[src/rtl/hex_scan_driver_pkg.sv]
// ---------------------------------------------------------------------------
// hex_scan_driver_pkg
//
// Shared definitions for the multiplexed seven-segment driver:
//   - SEG_0 .. SEG_F : active-low {g,f,e,d,c,b,a} patterns for hex digits
//   - SEG_BLANK      : all segments off
//   - SEG_ON/SEG_OFF, AN_ON/AN_OFF : polarity reminders for the board pins
//   - cnt_width()    : counter width for a divisor (never less than 1 bit)
// ---------------------------------------------------------------------------
package hex_scan_driver_pkg;

    typedef logic [6:0] seg_t;

    // Segments and anodes are both active low on this board.
    localparam logic SEG_ON  = 1'b0;
    localparam logic SEG_OFF = 1'b1;
    localparam logic AN_ON   = 1'b0;
    localparam logic AN_OFF  = 1'b1;

    // Bit order is {g,f,e,d,c,b,a}.
    localparam seg_t SEG_0     = 7'b1000000;
    localparam seg_t SEG_1     = 7'b1111001;
    localparam seg_t SEG_2     = 7'b0100100;
    localparam seg_t SEG_3     = 7'b0110000;
    localparam seg_t SEG_4     = 7'b0011001;
    localparam seg_t SEG_5     = 7'b0010010;
    localparam seg_t SEG_6     = 7'b0000010;
    localparam seg_t SEG_7     = 7'b1111000;
    localparam seg_t SEG_8     = 7'b0000000;
    localparam seg_t SEG_9     = 7'b0011000;
    localparam seg_t SEG_A     = 7'b0001000;
    localparam seg_t SEG_B     = 7'b0000011;
    localparam seg_t SEG_C     = 7'b1000110;
    localparam seg_t SEG_D     = 7'b0100001;
    localparam seg_t SEG_E     = 7'b0000110;
    localparam seg_t SEG_F     = 7'b0001110;
    localparam seg_t SEG_BLANK = 7'b1111111;

    // Width of a counter running 0..div-1; a divisor of 1 still gets one
    // bit so the counter signal always exists.
    function automatic int cnt_width(input int div);
        if (div > 1) begin
            return $clog2(div);
        end
        return 1;
    endfunction

endpackage

[src/rtl/hex_scan_driver_if.sv]
// ---------------------------------------------------------------------------
// hex_scan_driver_if
//
// Groups the display-side signals of hex_scan_driver.
//   value      : packed hex digits, digit i = value[4i+3:4i]
//   load       : single-cycle strobe capturing value
//   blank_lz   : leading-zero blanking enable
//   blink_mask : per-digit blink enable
//   seg        : active-low segments {g,f,e,d,c,b,a}
//   an         : active-low digit selects
//
// There is no valid/ready pair: load is a plain strobe that is accepted on
// every edge it is high, and seg/an are free-running registered outputs
// that the consumer may sample at any time.
//
// master : the datapath side driving the display (and observing the pins)
// slave  : the display driver itself
// ---------------------------------------------------------------------------
interface hex_scan_driver_if #(
    parameter int NUM_DIGITS = 4
);
    logic [4*NUM_DIGITS-1:0] value;
    logic                    load;
    logic                    blank_lz;
    logic [NUM_DIGITS-1:0]   blink_mask;
    logic [6:0]              seg;
    logic [NUM_DIGITS-1:0]   an;

    modport master (
        output value,
        output load,
        output blank_lz,
        output blink_mask,
        input  seg,
        input  an
    );

    modport slave (
        input  value,
        input  load,
        input  blank_lz,
        input  blink_mask,
        output seg,
        output an
    );
endinterface

[src/rtl/hex_scan_driver_hex_seg_decode.sv]
// ---------------------------------------------------------------------------
// hex_seg_decode
//
// Combinational hex-to-seven-segment decoder.
//   digit : 4-bit hex value
//   seg   : active-low pattern {g,f,e,d,c,b,a}; unknown inputs give blank
// ---------------------------------------------------------------------------
module hex_seg_decode
    import hex_scan_driver_pkg::*;
(
    input  logic [3:0] digit,
    output seg_t       seg
);

    always_comb begin
        seg = SEG_BLANK;
        case (digit)
            4'h0:    seg = SEG_0;
            4'h1:    seg = SEG_1;
            4'h2:    seg = SEG_2;
            4'h3:    seg = SEG_3;
            4'h4:    seg = SEG_4;
            4'h5:    seg = SEG_5;
            4'h6:    seg = SEG_6;
            4'h7:    seg = SEG_7;
            4'h8:    seg = SEG_8;
            4'h9:    seg = SEG_9;
            4'hA:    seg = SEG_A;
            4'hB:    seg = SEG_B;
            4'hC:    seg = SEG_C;
            4'hD:    seg = SEG_D;
            4'hE:    seg = SEG_E;
            4'hF:    seg = SEG_F;
            // x/z digits fall through to a dark digit rather than garbage.
            default: seg = SEG_BLANK;
        endcase
    end

endmodule

[src/rtl/hex_scan_driver.sv]
// ---------------------------------------------------------------------------
// hex_scan_driver
//
// Time-multiplexed seven-segment controller for NUM_DIGITS common-anode
// digits sharing one active-low segment bus.
//
// Parameters:
//   NUM_DIGITS  : scanned digits (1..8)
//   REFRESH_DIV : clk cycles each digit stays selected (>= 1)
//   BLINK_DIV   : clk cycles per blink half-period (>= 1)
// Ports:
//   clk   : system clock
//   reset : synchronous, active-high
//   bus   : hex_scan_driver_if.slave (value, load, blank_lz, blink_mask
//           in; seg, an out)
//
// an and seg are both registered from the same idx/disp_q snapshot, so a
// new anode never appears with the previous digit's segments.
// ---------------------------------------------------------------------------
module hex_scan_driver
    import hex_scan_driver_pkg::*;
#(
    parameter int NUM_DIGITS  = 4,
    parameter int REFRESH_DIV = 50000,
    parameter int BLINK_DIV   = 25000000
) (
    input  logic             clk,
    input  logic             reset,
    hex_scan_driver_if.slave bus
);

    localparam int RW = cnt_width(REFRESH_DIV);
    localparam int BW = cnt_width(BLINK_DIV);
    localparam int IW = cnt_width(NUM_DIGITS);

    localparam logic [RW-1:0] REF_LAST   = RW'(REFRESH_DIV - 1);
    localparam logic [BW-1:0] BLINK_LAST = BW'(BLINK_DIV - 1);
    localparam logic [IW-1:0] IDX_LAST   = IW'(NUM_DIGITS - 1);

    logic [4*NUM_DIGITS-1:0] disp_q;
    logic [RW-1:0]           ref_cnt;
    logic [BW-1:0]           blink_cnt;
    logic                    blink_phase;
    logic [IW-1:0]           idx;

    logic [3:0]              cur_digit;
    logic                    cur_blank;
    logic [NUM_DIGITS-1:0]   lz_mask;
    seg_t                    dec_seg;

    // Leading-zero mask: walk from the most significant digit down, keeping
    // a running "everything from here up is zero" flag. Digit 0 is always
    // shown so an all-zero value still displays a single '0'.
    always_comb begin
        logic zero_run;
        zero_run = 1'b1;
        lz_mask  = '0;
        for (int i = NUM_DIGITS - 1; i >= 0; i--) begin
            zero_run   = zero_run && (disp_q[4*i +: 4] == 4'h0);
            lz_mask[i] = bus.blank_lz && (i != 0) && zero_run;
        end
    end

    // Select the digit currently being scanned, plus its blank condition.
    always_comb begin
        cur_digit = 4'h0;
        cur_blank = 1'b0;
        for (int i = 0; i < NUM_DIGITS; i++) begin
            if (idx == IW'(i)) begin
                cur_digit = disp_q[4*i +: 4];
                cur_blank = lz_mask[i] || (bus.blink_mask[i] && blink_phase);
            end
        end
    end

    // Single decoder shared by all digits, fed from the mux above.
    hex_seg_decode u_decode (
        .digit (cur_digit),
        .seg   (dec_seg)
    );

    always_ff @(posedge clk) begin
        if (reset) begin
            disp_q      <= '0;
            ref_cnt     <= '0;
            blink_cnt   <= '0;
            blink_phase <= 1'b0;
            idx         <= '0;
            bus.an      <= {NUM_DIGITS{AN_OFF}};
            bus.seg     <= SEG_BLANK;
        end else begin
            if (bus.load) begin
                disp_q <= bus.value;
            end

            // Refresh divider: idx moves on the cycle the counter wraps.
            // With REFRESH_DIV=1 the counter sits at its terminal count.
            if (ref_cnt == REF_LAST) begin
                ref_cnt <= '0;
                if (idx == IDX_LAST) begin
                    idx <= '0;
                end else begin
                    idx <= idx + 1'b1;
                end
            end else begin
                ref_cnt <= ref_cnt + 1'b1;
            end

            // Blink divider, independent of the scan.
            if (blink_cnt == BLINK_LAST) begin
                blink_cnt   <= '0;
                blink_phase <= ~blink_phase;
            end else begin
                blink_cnt <= blink_cnt + 1'b1;
            end

            // Outputs reflect the idx/disp_q values present before this
            // edge; a blanked digit keeps its anode so timing is uniform.
            bus.an  <= ~(NUM_DIGITS'(1) << idx);
            bus.seg <= cur_blank ? SEG_BLANK : dec_seg;
        end
    end

endmodule

[src/flat_wrapper.sv]
// flat-port wrapper written by rule: the top's interface ports become plain ports
module hex_scan_driver_flat import hex_scan_driver_pkg::*;
#(
    parameter int NUM_DIGITS  = 4,
    parameter int REFRESH_DIV = 50000,
    parameter int BLINK_DIV   = 25000000
)
  (clk, reset, bus_value, bus_load, bus_blank_lz, bus_blink_mask, bus_seg, bus_an);
  hex_scan_driver_if #(.NUM_DIGITS(NUM_DIGITS)) bus_i ();
  input  logic clk;
  input  logic reset;
  input wire logic [$bits(bus_i.value)-1:0] bus_value;
  input wire logic [$bits(bus_i.load)-1:0] bus_load;
  input wire logic [$bits(bus_i.blank_lz)-1:0] bus_blank_lz;
  input wire logic [$bits(bus_i.blink_mask)-1:0] bus_blink_mask;
  output wire logic [$bits(bus_i.seg)-1:0] bus_seg;
  output wire logic [$bits(bus_i.an)-1:0] bus_an;
  assign bus_i.value = bus_value;
  assign bus_i.load = bus_load;
  assign bus_i.blank_lz = bus_blank_lz;
  assign bus_i.blink_mask = bus_blink_mask;
  assign bus_seg = bus_i.seg;
  assign bus_an = bus_i.an;
  hex_scan_driver #(.NUM_DIGITS(NUM_DIGITS), .REFRESH_DIV(REFRESH_DIV), .BLINK_DIV(BLINK_DIV)) u_core (.clk(clk), .reset(reset), .bus(bus_i));
endmodule
[config.mk]
export PLATFORM = sky130hd
export DESIGN_NAME = hex_scan_driver_flat
export DESIGN_NICKNAME = d
export VERILOG_FILES = /design/src/rtl/hex_scan_driver_pkg.sv /design/src/rtl/hex_scan_driver_if.sv /design/src/rtl/hex_scan_driver_hex_seg_decode.sv /design/src/rtl/hex_scan_driver.sv /design/src/flat_wrapper.sv
export SDC_FILE = /design/constraint.sdc
export NUM_CORES = 1
export LEC_CHECK = 0
export BUFFER_PORTS_ARGS = -buffer_cell sky130_fd_sc_hd__buf_2
export CORE_ASPECT_RATIO = 2
export CORE_UTILIZATION = 35
export CTS_BUF_LIST = sky130_fd_sc_hd__clkbuf_4 sky130_fd_sc_hd__clkbuf_8 sky130_fd_sc_hd__clkbuf_16
export CTS_CLUSTER_SIZE = 28
export DETAILED_ROUTE_END_ITERATION = 7
export HOLD_SLACK_MARGIN = 0.1
export MAX_ROUTING_LAYER = met4
export PLACE_DENSITY_LB_ADDON = 0.1
export SLEW_MARGIN = 20
export SYNTH_ARGS = -nofsm -noshare
export SYNTH_HDL_FRONTEND = slang
export SYNTH_SLANG_ARGS = --single-unit
export TNS_END_PERCENT = 100
[constraint.sdc]
create_clock -name clk -period 2.4 [get_ports clk]
set_input_delay 0.36 -clock clk [delete_from_list [all_inputs] [get_ports clk]]
set_output_delay 0.36 -clock clk [all_outputs]
set_load 0.005 [all_outputs]
-- Yosys cells after proc, flatten, opt, wreduce, memory -nomap -nowiden
Memory sizes are Yosys's and may differ from the RTL's. A register that Yosys moved wholly into a read port is not among the register bits.
Cells that the tools add are included.
- bits of input ports: 24
- ROM bits: 112
- memories kept: 1
- output and inout port bits: 11
- word-level logic and storage cells: 46
- flip-flop bits (word level): 64
- RAM bits: 0
- latch bits: 0
- memory list (name ; depth ; bits a word ; rd ports ; clocked after Yosys merged registers in ; write ports ; line ; source):
    (no name shown) ; 16 ; 7 ; 1 ; 1 ; 0 ; hex_scan_driver_hex_seg_decode.sv:17 ; case (digit)
- add/sub/neg operators: 3
- shift operators: 1
- bitwise operators: 2
- equality and inequality tests: 5
- multipliers: 0
- reduce and logical (&&, ||, !) cells: 19
- mux-type cells: 9
- $lt $le $gt $ge: 0
- divide/modulo/power cells: 0
- operators with widths (operator ; number):
    $add A25 B1 Y25 const B ; 1
    $eq A25 B25 Y1 const B ; 1
    $add A16 B1 Y16 const B ; 1
    $eq A16 B16 Y1 const B ; 1
    $mux W4 ; 4
    $logic_not A4 Y1 ; 3
    $logic_and A1 B1 Y1 ; 9
    $reduce_or A2 Y1 ; 3
    $eq A2 B2 Y1 const B ; 2
    $mux W1 ; 4
    $not A4 Y4 ; 1
    $shl A1 B2 Y4 const A ; 1
    $logic_or A1 B1 Y1 ; 3
    $add A2 B1 Y2 const B ; 1
    $eq A2 B1 Y1 const B ; 1
    $logic_not A2 Y1 ; 1
    $mux W2 ; 1
    $not A1 Y1 ; 1

-- Logic depth before layout (Yosys ltp)
Gate-level depths: netlist (run 1).
- word-level depth: 9
- gate-level depth with buffers: 10
- mapped depth without buffers: 9

-- Cells and area by module
A second synthesis (run 1) with hierarchy kept.
- cells, all modules: 384
- area, all modules: 3378.2 µm²
- modules (own cells, without submodules) (module ; area each (µm²) ; sequential area each (µm²) ; cells each ; times used):
    hex_scan_driver ; 3110.5 ; 1421.4 ; 349 ; 1
    hex_seg_decode ; 267.8 ; 0.0 ; 35 ; 1

-- Least setup slack after synthesis (run 1)
Ideal clock, no wire load.
- path type: reg-to-reg
- start: register u_core.idx[1]
- end: register u_core.bus.seg[3]
- cell stages (with the launch flop): 11
- required time: 2260 ps
- clock period less this slack: 2388 ps
- buffers on the path: 1
- arrival time: 2248 ps
- library setup time: 140 ps
- setup slack: 12 ps
- cell sequence: dfxtp_1 inv_1 ha_1 buf_2 nand3b_1 a221oi_2 inv_1 ha_1 mux2_2 a21oi_1 o21ai_1
- longest elaborated chain between the ends: 6
- elaborated cells on any way between the ends: 13
- classes of those cells: eq/ne (3); mux (8); reduce/logical (2)
- ends and longest elaborated chain (element ; line ; source):
    start, declared ; hex_scan_driver.sv:44 ; logic [IW-1:0] idx;
    start signal, assigned ; hex_scan_driver.sv:103 ; idx <= idx + 1'b1;
    $logic_not A2 Y1 ; hex_scan_driver.sv:69 ; if (idx == IW'(i)) begin
    $mux W1 (4 in series) ; hex_scan_driver.sv:69 ;
    $reduce_or A2 Y1 (no source line) ; -- ;
    end, declared ; hex_scan_driver_if.sv:43 ; output seg,
Parallel ways exist; a longest one is shown, timed or not.
A chain may end at the register's enable or synchronous reset.

-- Worst setup path after layout (run 1)
- start: register u_core.idx[0]
- end: register u_core.bus.seg[3]
The elaborated chain is that of the path after synthesis.

==> out/qor.yml, run 1 <==
run_status:
  status: "finished, violations left"
  failed_checks: "DRC"
setup_path:
  worst_setup_path_start_kind: "flop"
  timing_worst_setup_path_type: "reg2reg"
  critical_path_arrival_ns: 2.43
  worst-endpoint-required_ns: 2.62
  crit_fanout: 7
  worst_setup_path_end_kind: "flop"
power:
  pwr_density_cell_mw_per_mm2: 694
  irDropWorstVdd_uv: 361
  power.static_leakage_nw: 1.54
route:
  route.vias.total: 2580
  post-route-drc-count: 6
  post_drt_wl_per_cell_um: 14.0
  post_drt_via_cell_ratio: 4.98
  detail_route.first_pass.iterations: 8
  drt.antenna.violating_nets: 0
  drt_iter0_drc: 110
  wl_mm: 7.27
grt:
  first_global_vias: 2564
  overflow: 0
  grt_antenna_before_repair: 0
  gr-usage-all-layers: 0.163
  pin_count_of_the_biggest_net_entering_global_routing: 26
  grt_pass1_wl_mm: 12.0
logic_synthesis:
  synth-warning-count: 0
  synthCells: 368
  postSynthRegisterBits: 71
  synthArstFlopShare: 0
  yosys_most_used_dff: "dfxtp_1"
  mappedNetlistArea_mm2: 0.00335
  syn_nets: 403
  synth_edf_count: 0
  ys_types: 54
  syn-mean-instance-area_um2: 9.09
  synth.yosys.seq_area_share: 0.425
floorplan:
  io_pins: 35
  num_rows: 50
  chipWidth_um: 71.1
  floorplan.core_area_mm2: 0.00932
  die_height_um: 140
  floorplan.initialDensity: 0.359
  die_ar_mm2: 0.00998
timing:
  slew_violations: 0
  share_of_the_clock_period_used_by_the_worst_path: 0.922
  finalHoldViolCount: 0
  total_neg_setup_slack_ns: 0
  clock_skew_ns: 0.00548
  fmaxAchievable_mhz: 452
  rsz_0062_raised_after_global_routing: "no"
  worst_slew_margin_rel: 0.665
  fin_ws_ns: 0.188
  final-setup-viol-count: 0
  worstMarginPinSlew_ns: 0.502
  final_period_minus_worst_setup_slack_ns: 2.21
min_path:
  timing.hold.worst.class: "in2reg"
layout:
  multi_input_area_mm2: 0.00181
  layout.core_utilization: 0.424
  area_added_between_synthesis_and_finish_pct: 18.2
  layout.nets: 444
  final_layout_size_suffix_gt1_frac: 0.205
  n_diodes: 0
  fillers: 922
  instances_no_fill: 518
  regArea_mm2: 0.00142
placed_design:
  post-place-ws_ns: 0.0459
  gp_routability_congestion: 0.829
  port_buffers: 34
  dp_wirelength_mm: 5.51
  placed_cells: 501
cts:
  total_clock_buffers_created_by_cts: 9
  tritoncts_num_sinks: 71
  root_buffer: "clkbuf_16"
  cts-root-to-sink-buffers: 2
  cts-htree-levels: 3
  tritoncts: "yes"
  clk_transition_reported_paths_ns: 0.05
  clock_latency_ns: 0.33
flow_run:
  maxCapViolCount: 0
[Yosys cell counts, types with 3 or more instances]
master / count / area [µm²]
a211oi_1: 3 / 22.5
a21oi_1: 3 / 15.0
and3_1: 5 / 31.3
and4_1: 3 / 26.3
buf_2: 6 / 30.0
clkbuf_1: 4 / 15.0
dfxtp_1: 71 / 1420
ha_1: 11 / 138
inv_1: 12 / 45.0
mux2i_1: 19 / 190
nand2_1: 27 / 101
nand2b_1: 6 / 37.5
nand3_1: 16 / 80.1
nand3b_1: 3 / 22.5
nand4_1: 9 / 56.3
nor2_1: 70 / 263
nor2_2: 3 / 18.8
nor3_1: 6 / 30.0
nor3_2: 3 / 30.0
nor3b_1: 3 / 22.5
nor4_1: 5 / 31.3
xnor2_1: 21 / 184
xor2_1: 18 / 158
[metal layers]
metal | routed length [µm] | global-route usage | vias up
met1 | 2610 | 0.147 | 1189
met3 | 205 | 0.0403 | 14
met4 | 246 | 0.0874 | 0
met5 | 0 | - | -
li1 | - | - | 1339
met2 | 4210 | 0.305 | 38
[where the power goes]
group	internal (mW)	leakage, nW	switching [mW]
clock network	0.850	0.153	0.466
registers	1.22	0.580	0.0262
logic	0.0888	0.804	0.0977
total	2.16	1.54	0.590
[stage by stage]
stage	hold WS [ns]	cell area [µm²]	total power, mW
floorplan	0.413	3350	1.39
global placement	0.425	3620	1.45
detailed placement	0.436	3620	1.45
CTS	0.257	3920	2.79
global route	0.271	3950	2.87
finish	0.268	3950	2.75
[placed cells by master (no fill, tap or decap), types with 2 or more instances in the layout]
cell	count
inv_1	12
and4_1	3
nand4_1	9
dfxtp_1	70
a211oi_1	3
nand2b_1	6
mux2i_1	19
clkbuf_4	2
ha_1	6
a22oi_1	2
ha_2	4
nor3_1	6
or3_1	2
buf_4	10
or2_1	2
clkinv_2	3
a21oi_1	3
nor3_2	3
nand2_1	27
buf_2	34
nor4_1	5
a31oi_1	2
xnor2_1	21
nor3b_1	3
nor2_2	3
o211ai_1	2
xor2_1	18
clkbuf_16	9
nor4b_1	2
nand3b_1	3
and3_1	5
nor2_1	70
nand3_1	16
o311ai_1	2
nor4_2	2
[final timing paths]
kind	startpoint	end	slack (ns)	cells past startpoint
worst min-delay path	bus_value[11]	u_core.disp_q[11]	0.27	3
worst max-delay path	u_core.idx[0]	u_core.bus.seg[3]	0.19	9
worst min register to register	u_core.ref_cnt[0]	u_core.ref_cnt[0]	0.45	1
worst max register to register	u_core.idx[0]	u_core.bus.seg[3]	0.19	9
[cell type report]
cell class,count,area share
Clock inverter,4,0.0114
Clock buffer,12,0.0642
Tap cell,104,0.0329
Timing Repair Buffer,44,0.0620
Inverter,12,0.0114
Sequential cell,71,0.360
Multi-Input combinational cell,271,0.458
[kinds of logic (layout without fill, tap and decap cells)]
| family | count (synthesis) | count (layout) | share of synthesized area |
|---|---|---|---|
| mux | 20 | 20 | 0.0602 |
| compound gates | 25 | 25 | 0.0621 |
| simple gates | 176 | 176 | 0.269 |
| flops | 71 | 71 | 0.425 |
| fa+ha+maj | 11 | 11 | 0.0411 |
| xor+xnor | 39 | 39 | 0.102 |
| buf+inv | 26 | 72 | 0.0408 |
[registers in the layout, summed over array words and instances, names as in the netlist]
signal / cells
u_core.blink_cnt: 25
u_core.disp_q: 16
u_core.ref_cnt: 16
u_core.bus.seg: 7
u_core.bus.an: 4
u_core.idx: 2
u_core.blink_phase: 1
[critical path, cell delays in order (launching register included)]
cell	delay, ns
dfxtp_1	0.41
inv_1	0.10
ha_2	0.23
nor3b_1	0.15
a221oi_2	0.22
inv_1	0.15
ha_4	0.30
mux2_2	0.34
a21oi_1	0.14
o21ai_1	0.06
[what timing repair did]
action / in CTS / in global routing
gates resized for setup: 0 / 7
hold buffers: 0 / 0
endpoints found under the setup margin: 0 / 2
buffers inserted: 0 / 1
Power figures use the tool's default switching activity.
==> run 2: changes to the inputs <==
Settings changed: CORE_ASPECT_RATIO 2 to 1.75, GPL_TIMING_DRIVEN from default to 1.
==> run 2 against run 1 <==
  * The flow now finishes without violations
  * Setup slack got worse by 0.045 ns
  * Sequential share of layout area fell by 0.34 points
  * Combinational power is essentially flat
  * Critical path type unchanged
  * Die area hardly changed
  * Register-to-register slack worse by 0.04 ns
  * Critical path depth down 1
  * Final cell count is 2.9% higher
  * Count of clock-buffer cells in the layout fell by 1
  * Worst hold slack worse by 0.0064 ns
==> out/qor.yml, run 2 (synthesized netlist as in run 1, its figures left out) <==
setup_path:
  worst_setup_path_end_kind: "flop"
  regToRegSetupSlack_ns: 0.14  # -0.04 ns
  worst-endpoint-required_ns: 2.62  # about the same
  critical_path_arrival_ns: 2.48  # +0.05 ns
  crit-reg2reg-launch: "u_core.idx[0]"
  worstReg2RegEnd: "u_core.bus.seg[0]"
  crit_path_cell_trace: "ha_1 -> buf_4 -> buf_4 -> or3b_2 -> o211a_1 -> or3_1 -> o221ai_1 -> nand2_1"
  critical-path-slowest-cell: "or3b_2"
  worst_path_largest_cell_delay_ns: 0.48  # +0.07 ns
  worst-r2r-cell-count: 8  # -1
  crit_path_frequent_cell: "buf_4"
  crit_fanout: 9  # +2
  worst_setup_path_start_kind: "flop"
  timing_worst_setup_path_type: "reg2reg"
grt:
  gr-usage-all-layers: 0.162  # -0.000914
  overflow: 0  # unchanged
  grt_pass1_wl_mm: 12.3  # +2.6%
  pin_count_of_the_biggest_net_entering_global_routing: 28  # +7.7%
  first_global_vias: 2590  # +1.0%
  groute.layer.met2.usage: 0.302  # -0.00314
  grt_util_met3: 0.0389  # -0.00140
  grt.met1_usage: 0.154  # +0.00771
  grt-busiest-layer: "met2"
  grt_antenna_before_repair: 0  # unchanged
floorplan:
  floorplan.initialDensity: 0.366  # +0.00667
  chipWidth_um: 75.9  # +6.7%
  num_rows: 46  # -8.0%
  die_height_um: 131  # -6.4%
  io_pins: 35  # unchanged
  floorplan.core_area_mm2: 0.00915  # -1.8%
  die_ar_mm2: 0.00997  # about the same
power:
  power.static_leakage_nw: 1.54  # +0.41%
  p_total_mw: 2.89  # +5.2%
  pwr_density_cell_mw_per_mm2: 725  # +4.4%
  irDropWorstVdd_uv: 447  # +24%
layout:
  mostFrequentLayoutCell: "dfxtp_1"
  area_added_between_synthesis_and_finish_pct: 19.2
  fillers: 949  # +2.9%
  n_diodes: 0  # unchanged
  layout.core_utilization: 0.436  # +0.0116
  top_register: "u_core.blink_cnt"
  final_layout_size_suffix_gt1_frac: 0.189  # -0.0165
  layout.cells.most_common_list: "dfxtp_1, nor2_1, buf_2, nand2_1, xnor2_1"
  instances_no_fill: 533  # +2.9%
  largest_register_ffs: 25  # unchanged
  layout.nets: 443  # -0.23%
  top_regs: "u_core.blink_cnt: 25 flops, u_core.disp_q: 16 flops, u_core.ref_cnt: 16 flops"
min_path:
  hold_end: "u_core.disp_q[11]"
  timing.hold.worst.class: "in2reg"
  min_from: "bus_value[11]"
  timing.hold.worst_path_depth: 3  # unchanged
timing:
  total_neg_setup_slack_ns: 0  # unchanged
  final_period_minus_worst_setup_slack_ns: 2.26  # +0.0447 ns
  worst_slew_margin_rel: 0.601  # -0.0644
  hold_ws_ns: 0.261  # -0.00641 ns
  final-setup-viol-count: 0  # unchanged
  finalHoldViolCount: 0  # unchanged
  rsz_0062_raised_after_global_routing: "yes"
  clock_skew_ns: 0.00669  # +0.00122 ns
  fmaxAchievable_mhz: 443  # -2.0%
  worstMarginPinSlew_ns: 0.593  # +0.0912 ns
  slew_violations: 0  # unchanged
  share_of_the_clock_period_used_by_the_worst_path: 0.941  # +0.0186
flow_run:
  maxCapViolCount: 0  # unchanged
cts:
  clk_transition_reported_paths_ns: 0.06  # about the same
  tritoncts_num_sinks: 71  # unchanged
  cts-htree-levels: 3  # unchanged
  cts-root-to-sink-buffers: 2  # unchanged
  tritoncts: "yes"
  root_buffer: "clkbuf_16"
  clock_latency_ns: 0.33  # about the same
  total_clock_buffers_created_by_cts: 9  # unchanged
route:
  detail_route.first_pass.iterations: 5  # -3
  drt.antenna.violating_nets: 0  # unchanged
  drt_iter0_drc: 55  # -50%
  post-route-drc-count: 0  # -6
  post_drt_via_cell_ratio: 4.89  # -1.8%
  wl_mm: 7.26  # -0.14%
  route.vias.total: 2607  # +1.0%
  post_drt_wl_per_cell_um: 13.6  # -2.9%
run_status:
  status: "complete, no violations"
placed_design:
  gp_routability_congestion: 0.787  # -5.1%
  placed_cells: 517  # +3.2%
  dp_wirelength_mm: 5.35  # -2.9%
  port_buffers: 34  # unchanged
## run 2: cell count changes in the layout (fill, tap and decap cells not counted), moves of 2 or more
| cell | before | now |
|---|---|---|
| ha_1 | 6 | 10 |
| ha_2 | 4 | 0 |
| clkbuf_4 | 2 | 0 |
| clkinv_2 | 3 | 1 |
| clkinvlp_4 | 0 | 2 |
## run 2: worst max-delay path by stage
stage / startpoint / to
2_1_floorplan: u_core.idx[1] / u_core.bus.seg[3]
6_report: u_core.idx[0] / u_core.bus.seg[0]
3_3_place_gp: u_core.idx[0] / u_core.bus.seg[3]
3_5_place_dp: u_core.idx[0] / u_core.bus.seg[3]
5_1_grt: u_core.idx[1] / u_core.bus.seg[3]
4_1_cts: u_core.idx[0] / u_core.bus.seg[3]
## run 2: stage by stage
| stage | setup WS, ns | instance area, µm² |
|---|---|---|
| after detailed placement | 0.100 | 3640 |
| after floorplan | 0.0118 | 3350 |
| final | 0.143 | 3990 |
| after global routing | 0.00238 | 3990 |
| after global placement | 0.123 | 3640 |
| after CTS | 0.0632 | 3980 |
## run 2: report_power, final
part | switching (mW) | internal, mW
sequential | 0.0261 | 1.22
combinational | 0.0960 | 0.0868
clock | 0.500 | 0.964
## run 2: layout make-up
cell class              count  area, µm²  share of cell area
multi-input cells         271       1800               0.452
flip-flops and latches     71       1420               0.356
clock buffers              11        253              0.0634
repair buffers             43        238              0.0596
well taps                 120        150              0.0377
clock inverters             5       80.1              0.0201
inverters                  12       45.0              0.0113
## run 2: worst max-delay path: cells and delay by family (launching register included)
family,cells,cell delay [ns]
AND/OR/NAND/NOR,3,0.88
flip-flops,1,0.35
buffers and inverters,2,0.33
adder cells (fa/ha/maj),1,0.31
AO/OA/AOI/OAI,2,0.28
## run 2: metal layers
metal,vias to the layer above,wire length (µm)
li1,1337,-
met1,1210,2780
met2,45,4100
met3,15,208
met4,0,174
met5,-,0
## run 2: repair_timing
action,4_1_cts,5_1_grt
endpoints found under the setup margin,0,1
gates resized for setup,0,1
hold buffers,0,0
setup buffers,0,0
